**src/rtl/mem_port_arbiter_pkg.sv**
```systemverilog
// Shared definitions for the unified-memory port arbiter: FSM state codes,
// grant codes and the DMType access-size encodings carried on m_type.
package mem_port_arbiter_pkg;

    typedef enum logic [1:0] {
        ARB_IDLE = 2'd0,
        ARB_WAIT = 2'd1,
        ARB_RESP = 2'd2
    } arb_state_e;

    typedef enum logic {
        GNT_I = 1'b0,
        GNT_D = 1'b1
    } arb_gnt_e;

    // DMType codes follow the RISC-V load/store funct3 layout.
    localparam logic [2:0] DM_BYTE   = 3'b000;
    localparam logic [2:0] DM_HALF   = 3'b001;
    localparam logic [2:0] DM_WORD   = 3'b010;
    localparam logic [2:0] DM_BYTE_U = 3'b100;
    localparam logic [2:0] DM_HALF_U = 3'b101;

endpackage

```
**src/rtl/mem_port_arbiter_watchdog.sv**
```systemverilog
// Per-access watchdog: counts cycles while enabled and flags the cycle in
// which the count reaches TIMEOUT.
module arb_watchdog #(
    parameter int TIMEOUT = 255
) (
    input  logic clk,
    input  logic reset,
    input  logic clear,
    input  logic enable,
    output logic expired
);
    localparam logic [7:0] LIMIT = 8'(TIMEOUT);

    logic [7:0] count;
    logic [7:0] count_next;

    assign count_next = count + 8'd1;
    // Expiry is flagged in the cycle whose increment would land on LIMIT,
    // so an access waits exactly TIMEOUT cycles before being abandoned.
    assign expired    = enable && (count_next == LIMIT);

    always_ff @(posedge clk) begin
        if (reset || clear) begin
            count <= 8'd0;
        end else if (enable && !expired) begin
            count <= count_next;
        end
    end

endmodule

```
**src/rtl/mem_port_arbiter.sv**
```systemverilog
// Arbitrates the fetch and data ports onto one single-ported memory with an
// IDLE -> WAIT -> RESP sequence per access, a watchdog and fetch fairness.
module mem_port_arbiter
    import mem_port_arbiter_pkg::*;
#(
    parameter int AW       = 32,
    parameter int DW       = 32,
    parameter int TIMEOUT  = 255,
    parameter int FAIR_MAX = 4
) (
    input  logic          clk,
    input  logic          reset,
    input  logic          i_req,
    input  logic [AW-1:0] i_addr,
    output logic          i_done,
    output logic [DW-1:0] i_rdata,
    input  logic          d_req,
    input  logic          d_we,
    input  logic [AW-1:0] d_addr,
    input  logic [DW-1:0] d_wdata,
    input  logic [2:0]    d_type,
    output logic          d_done,
    output logic [DW-1:0] d_rdata,
    output logic          err,
    output logic          stall_if,
    output logic          stall_mem,
    output logic          m_req,
    output logic          m_we,
    output logic [AW-1:0] m_addr,
    output logic [DW-1:0] m_wdata,
    output logic [2:0]    m_type,
    input  logic          m_ack,
    input  logic [DW-1:0] m_rdata,
    output logic [1:0]    arb_state
);
    localparam int SW = $clog2(FAIR_MAX + 1);
    localparam logic [SW-1:0] STREAK_MAX = SW'(FAIR_MAX);

    arb_state_e    state;
    arb_gnt_e      gnt;
    logic [SW-1:0] streak;
    logic          grant_data;
    logic          wd_expired;

    assign arb_state = state;
    assign stall_if  = i_req & ~i_done;
    assign stall_mem = d_req & ~d_done;

    // Data normally wins (it belongs to the older instruction); a fetch that
    // has been passed over FAIR_MAX times in a row gets the next slot.
    assign grant_data = d_req && !((streak == STREAK_MAX) && i_req);

    arb_watchdog #(
        .TIMEOUT(TIMEOUT)
    ) u_watchdog (
        .clk    (clk),
        .reset  (reset),
        .clear  (state == ARB_IDLE),
        .enable (state == ARB_WAIT),
        .expired(wd_expired)
    );

    always_ff @(posedge clk) begin
        if (reset) begin
            state   <= ARB_IDLE;
            gnt     <= GNT_I;
            streak  <= '0;
            m_req   <= 1'b0;
            m_we    <= 1'b0;
            m_addr  <= '0;
            m_wdata <= '0;
            m_type  <= '0;
            i_done  <= 1'b0;
            d_done  <= 1'b0;
            err     <= 1'b0;
            i_rdata <= '0;
            d_rdata <= '0;
        end else begin
            i_done <= 1'b0;
            d_done <= 1'b0;
            err    <= 1'b0;
            case (state)
                ARB_IDLE: begin
                    if (i_req || d_req) begin
                        m_req <= 1'b1;
                        state <= ARB_WAIT;
                        if (grant_data) begin
                            gnt     <= GNT_D;
                            m_we    <= d_we;
                            m_addr  <= d_addr;
                            m_wdata <= d_wdata;
                            m_type  <= d_type;
                            if (!i_req) begin
                                streak <= '0;
                            end else if (streak != STREAK_MAX) begin
                                streak <= streak + 1'b1;
                            end
                        end else begin
                            gnt     <= GNT_I;
                            m_we    <= 1'b0;
                            m_addr  <= i_addr;
                            m_wdata <= '0;
                            m_type  <= DM_WORD;
                            streak  <= '0;
                        end
                    end
                end
                ARB_WAIT: begin
                    // m_ack takes priority over a watchdog expiry in the same cycle.
                    if (m_ack) begin
                        m_req <= 1'b0;
                        state <= ARB_RESP;
                        if (gnt == GNT_I) begin
                            i_done  <= 1'b1;
                            i_rdata <= m_rdata;
                        end else begin
                            d_done  <= 1'b1;
                            d_rdata <= m_we ? '0 : m_rdata;
                        end
                    end else if (wd_expired) begin
                        m_req <= 1'b0;
                        state <= ARB_RESP;
                        err   <= 1'b1;
                        if (gnt == GNT_I) begin
                            i_done  <= 1'b1;
                            i_rdata <= '0;
                        end else begin
                            d_done  <= 1'b1;
                            d_rdata <= '0;
                        end
                    end
                end
                ARB_RESP: begin
                    m_req <= 1'b0;
                    state <= ARB_IDLE;
                end
                default: begin
                    m_req <= 1'b0;
                    state <= ARB_IDLE;
                end
            endcase
        end
    end

endmodule

```
**config.mk**
```make
export PLATFORM = sky130hd
export DESIGN_NAME = mem_port_arbiter
export DESIGN_NICKNAME = d
export VERILOG_FILES = /design/src/rtl/mem_port_arbiter_pkg.sv /design/src/rtl/mem_port_arbiter_watchdog.sv /design/src/rtl/mem_port_arbiter.sv
export SDC_FILE = /design/constraint.sdc
export NUM_CORES = 1
export LEC_CHECK = 0
export ABC_AREA = 1
export ABC_CLOCK_PERIOD_IN_PS = 4500
export BUFFER_PORTS_ARGS = -buffer_cell sky130_fd_sc_hd__buf_2
export CORE_MARGIN = 4
export CORE_UTILIZATION = 54
export CTS_BUF_LIST = sky130_fd_sc_hd__clkbuf_4
export CTS_CLUSTER_SIZE = 10
export DETAILED_ROUTE_END_ITERATION = 10
export HOLD_SLACK_MARGIN = 0.06
export PLACE_DENSITY = 0.92
export SLEW_MARGIN = 20
export SYNTH_ARGS = -nofsm -noshare
export SYNTH_HDL_FRONTEND = slang
export SYNTH_HIERARCHICAL = 1
export SYNTH_SLANG_ARGS = --single-unit
export TNS_END_PERCENT = 10
```
**constraint.sdc**
```tcl
create_clock -name clk -period 4.5 [get_ports clk]
set_input_delay 0.225 -clock clk [delete_from_list [all_inputs] [get_ports clk]]
set_output_delay 0.225 -clock clk [all_outputs]
set_load 0.02 [all_outputs]
```
==> impl_metrics.csv <==
group,metric,value,unit
outcome,status,"complete, no violations",
sta,finalSetupTns,0,ns
power_and_ir_drop,total_power,3.21,mW
cells_and_area,finalInstanceArea,9520,um^2
route,drtIter0Drc,1259,
route,ant_nets,0,
sta,setup_viol,0,
cells_and_area,fin_nets,1475,
critical_path,arrival,3.43,ns
logic_synthesis,synth_xor_area_share,0,%
grt,overflow,0,
logic_synthesis,synth_top_family_by_area,"simple AND/OR/NAND/NOR gates",
cells_and_area,area_growth_syn_to_layout,44.4,%
clocking,hold_buffers,133,
critical_path,crit_path_end_kind,"flip-flop",
clocking,cts.clk_slew.worst_paths,0.13,ns
power_and_ir_drop,ir_worst_vdd,0.000235,V
critical_path,cpPeakStageDelay,0.81,ns
floorplan,die_h,119,um
critical_path,rrSetupSlack,1.53,ns
sta,rsz0062_at_grt,"false",
sta,period_needed,2.97,ns
critical_path,crit_path_top_delay_cell,"nor2_4",
hold_path,min_path_type,"primary input to flip-flop",
clocking,clock_sinks,149,
clocking,cts_tree,"built",
sta,maxSlewHeadroom,29.0,%
critical_path,r2r_cells,14,
floorplan,die_w,119,um
clocking,post-cts-setup-buffer-count,0,
placed_design,gp_congestion,0.848,
logic_synthesis,ys.warnings.count,6,
power_and_ir_drop,p_per_area,337,nW/um^2
critical_path,cp_top_family,"simple AND/OR/NAND/NOR gates",
critical_path,timing.rr.start,"u_watchdog/count[1]$_SDFFE_PP0P_",
logic_synthesis,avgSynthCellArea,6.81,um^2
logic_synthesis,syn_area,6600,um^2
logic_synthesis,synth_simple_gate_area_share,34.6,%
grt,grt_max_degree,75,
placed_design,place_area,7890,um^2
clocking,clk_path_buf_depth,2,
logic_synthesis,yosysTopAreaCell,"dfxtp_1",
sta,hold_viol_final,0,
critical_path,path_depth,14,
route,drcViolationCount,0,
logic_synthesis,synth-seq-cells,149,
route,wire_per_inst,17.3,um
cells_and_area,n_fill_cell,687,
floorplan,coreArea,12000,um^2
logic_synthesis,yosysMostFrequentCell,"nand2_1",
sta,max_freq,336,MHz
floorplan,initial_core_util,55.1,%
power_and_ir_drop,p_switching,1.08,mW
logic_synthesis,netlist_instances,968,
route,routed_via_density,5.60,
sta,fin_skew,0.0220,ns
logic_synthesis,synth-compound-area-share,9.26,%
critical_path,endpoint,"i_rdata[19]$_SDFFE_PP0P_",
route,first_pass_iters,6,
clocking,post_cts_resize_count,0,
logic_synthesis,yosysSeqAreaShare,45.2,%
hold_path,holdPathStages,3,
cells_and_area,multi_input_area,2940,um^2
grt,antenna_found_initial,2,
critical_path,crit_type,"flip-flop to flip-flop",
floorplan,ios,277,
grt,grt_pass1_vias,8054,
critical_path,startpoint,"u_watchdog/count[1]$_SDFFE_PP0P_",
grt,grt_pass1_wl,41200,um
placed_design,post-place-cells,1329,
placed_design,io_buffers,276,
clocking,cts_buffers,17,
sta,timing.final.crit_share,66.1,%
logic_synthesis,synth_common_cells,"233 x nand2_1, 171 x nor2_1, 149 x dfxtp_1",
placed_design,dp_hpwl,12900,um
sta,drv_slew,0,
logic_synthesis,ys.flop_type,"dfxtp_1",
logic_synthesis,yosysTopAreaCellShare,45.2,%
critical_path,path_common_cell,"nand2_1",
logic_synthesis,synth_edf_count,0,
power_and_ir_drop,seq_power_share,46.1,%
route,num_vias,8380,
critical_path,critPathRequiredTime,4.96,ns
clocking,htreeDepth,4,
power_and_ir_drop,clkPwrFrac,27.7,%
power_and_ir_drop,comb_power_share,26.1,%
clocking,cts_root_buf,"clkbuf_4",
clocking,clk_latency,0.55,ns
cells_and_area,instances_no_fill,1496,
power_and_ir_drop,switching_share,33.4,%
route,wl,25900,um
logic_synthesis,yosys-top-cells-area,"dfxtp_1 45%, nand2_1 13%, nor2_1 9.7%, a21oi_1 6.3%, nand3_1 5.7%",
critical_path,crit_fanout,52,
floorplan,dieArea,14000,um^2
cells_and_area,regArea,2980,um^2
power_and_ir_drop,internal_power,2.14,mW
sta,worst_pin_slew,1.06,ns
power_and_ir_drop,p_leak,4.78,nW
logic_synthesis,syn_nets,1109,
grt,gr-usage-all-layers,36.0,%
job,cap_violations,0,
critical_path,crit_buf_inv,1,
cells_and_area,final_layout_size_suffix_gt1_share,24.7,%
logic_synthesis,ys_async_sr_fraction,0,%
critical_path,path_cells,"ha_1 > nand3_2 > o21bai_2 > nand2_1 > nor2_2 > nand3_4 > nor2_1 > inv_1 > nand2_1 > nand2_2 > nor2_4 > nand2_1 > nand2_1 > nor2_1",
critical_path,start_kind,"flip-flop",
floorplan,row_count,40,
critical_path,rr_endpoint,"i_rdata[19]$_SDFFE_PP0P_",
logic_synthesis,synth_adder_area_share,0.759,%
logic_synthesis,synth.distinct_cells,26,
logic_synthesis,synthMuxAreaShare,0,%
## power groups by stage
stage               combinational (mW)  clock [mW]  sequential (mW)
finish                           0.840       0.892             1.48
global route                     0.901       0.958             1.49
CTS                              0.782       0.894             1.47
detailed placement               0.663           0             1.50
global placement                 0.651           0             1.50
floorplan                        0.333           0             1.61
## metal layers
| metal | routed length, um | up-vias | global-route usage, % |
|---|---|---|---|
| met5 | 0 | - | 0 |
| met4 | 2010 | 0 | 24.5 |
| met3 | 2790 | 168 | 9.67 |
| met2 | 12200 | 683 | 59.5 |
| met1 | 8910 | 3723 | 40.4 |
| li1 | - | 3806 | - |
## layout make-up
type / instances / area share, %
Tap cell: 147 / 1.93
Timing Repair Buffer: 416 / 29.0
Sequential cell: 149 / 31.3
Clock inverter: 13 / 1.64
Multi-Input combinational cell: 658 / 30.9
Antenna cell: 2 / 0.0525
Clock buffer: 19 / 1.50
Inverter: 92 / 3.63
## placed cells by master (no fill, tap or decap), drive strengths merged
master | Yosys | final
nand2 | 237 | 237
a21oi | 83 | 83
o22ai | 1 | 1
o21bai | 1 | 1
dlygate4sd3 | 0 | 133
clkinv | 0 | 6
a21boi | 1 | 1
diode | 0 | 2
bufinv | 0 | 3
ha | 4 | 4
clkinvlp | 0 | 3
nor2 | 176 | 176
buf | 33 | 283
nand3 | 80 | 80
inv | 92 | 93
clkbuf | 36 | 19
dfxtp | 149 | 149
nand3b | 1 | 1
nand4 | 39 | 39
nor3 | 1 | 1
o21ai | 34 | 34
## worst min path at each step
stage | from | endpoint | slack [ns]
final | m_ack | i_rdata[9]$_SDFFE_PP0P_ | 0.32
after global routing | m_ack | i_rdata[9]$_SDFFE_PP0P_ | 0.32
after CTS | m_ack | i_rdata[9]$_SDFFE_PP0P_ | 0.28
after detailed placement | m_wdata[7]$_SDFFE_PP0P_ | m_wdata[7]$_SDFFE_PP0P_ | 0.45
after global placement | m_wdata[21]$_SDFFE_PP0P_ | m_wdata[21]$_SDFFE_PP0P_ | 0.45
after floorplan | d_type[1] | m_type[1]$_SDFFE_PP0P_ | 0.36
## through the flow
| stage | worst slack (ns) | hold slack (ns) | utilization [%] |
|---|---|---|---|
| floorplan | 2.41 | 0.360 | - |
| global placement | 1.75 | 0.449 | 65.9 |
| detailed placement | 1.61 | 0.452 | 65.9 |
| CTS | 1.55 | 0.279 | 79.6 |
| global route | 1.18 | 0.319 | 79.6 |
| finish | 1.53 | 0.322 | 79.6 |
## sequential cells by signal (all words and copies together), names as in the netlist, 2 cells and up
| signal | flops |
|---|---|
| d_rdata | 32 |
| i_rdata | 32 |
| m_addr | 32 |
| m_wdata | 32 |
| u_watchdog/count | 8 |
| m_type | 3 |
| streak | 3 |
| arb_state | 2 |
## worst register-to-register path, stage by stage (launching register included)
cell,delay (ns)
dfxtp_1,0.43
ha_1,0.25
nand3_2,0.11
o21bai_2,0.12
nand2_1,0.08
nor2_2,0.15
nand3_4,0.13
nor2_1,0.11
inv_1,0.06
nand2_1,0.18
nand2_2,0.11
nor2_4,0.82
nand2_1,0.17
nand2_1,0.12
nor2_1,0.05
## kinds of logic after synthesis
logic type	count (synthesis)
AND/OR/NAND/NOR	534
buffers and inverters	161
flip-flops	149
adder cells (fa/ha/maj)	4
AO/OA/AOI/OAI	120
No activity file was read; power rests on OpenSTA's default activity.
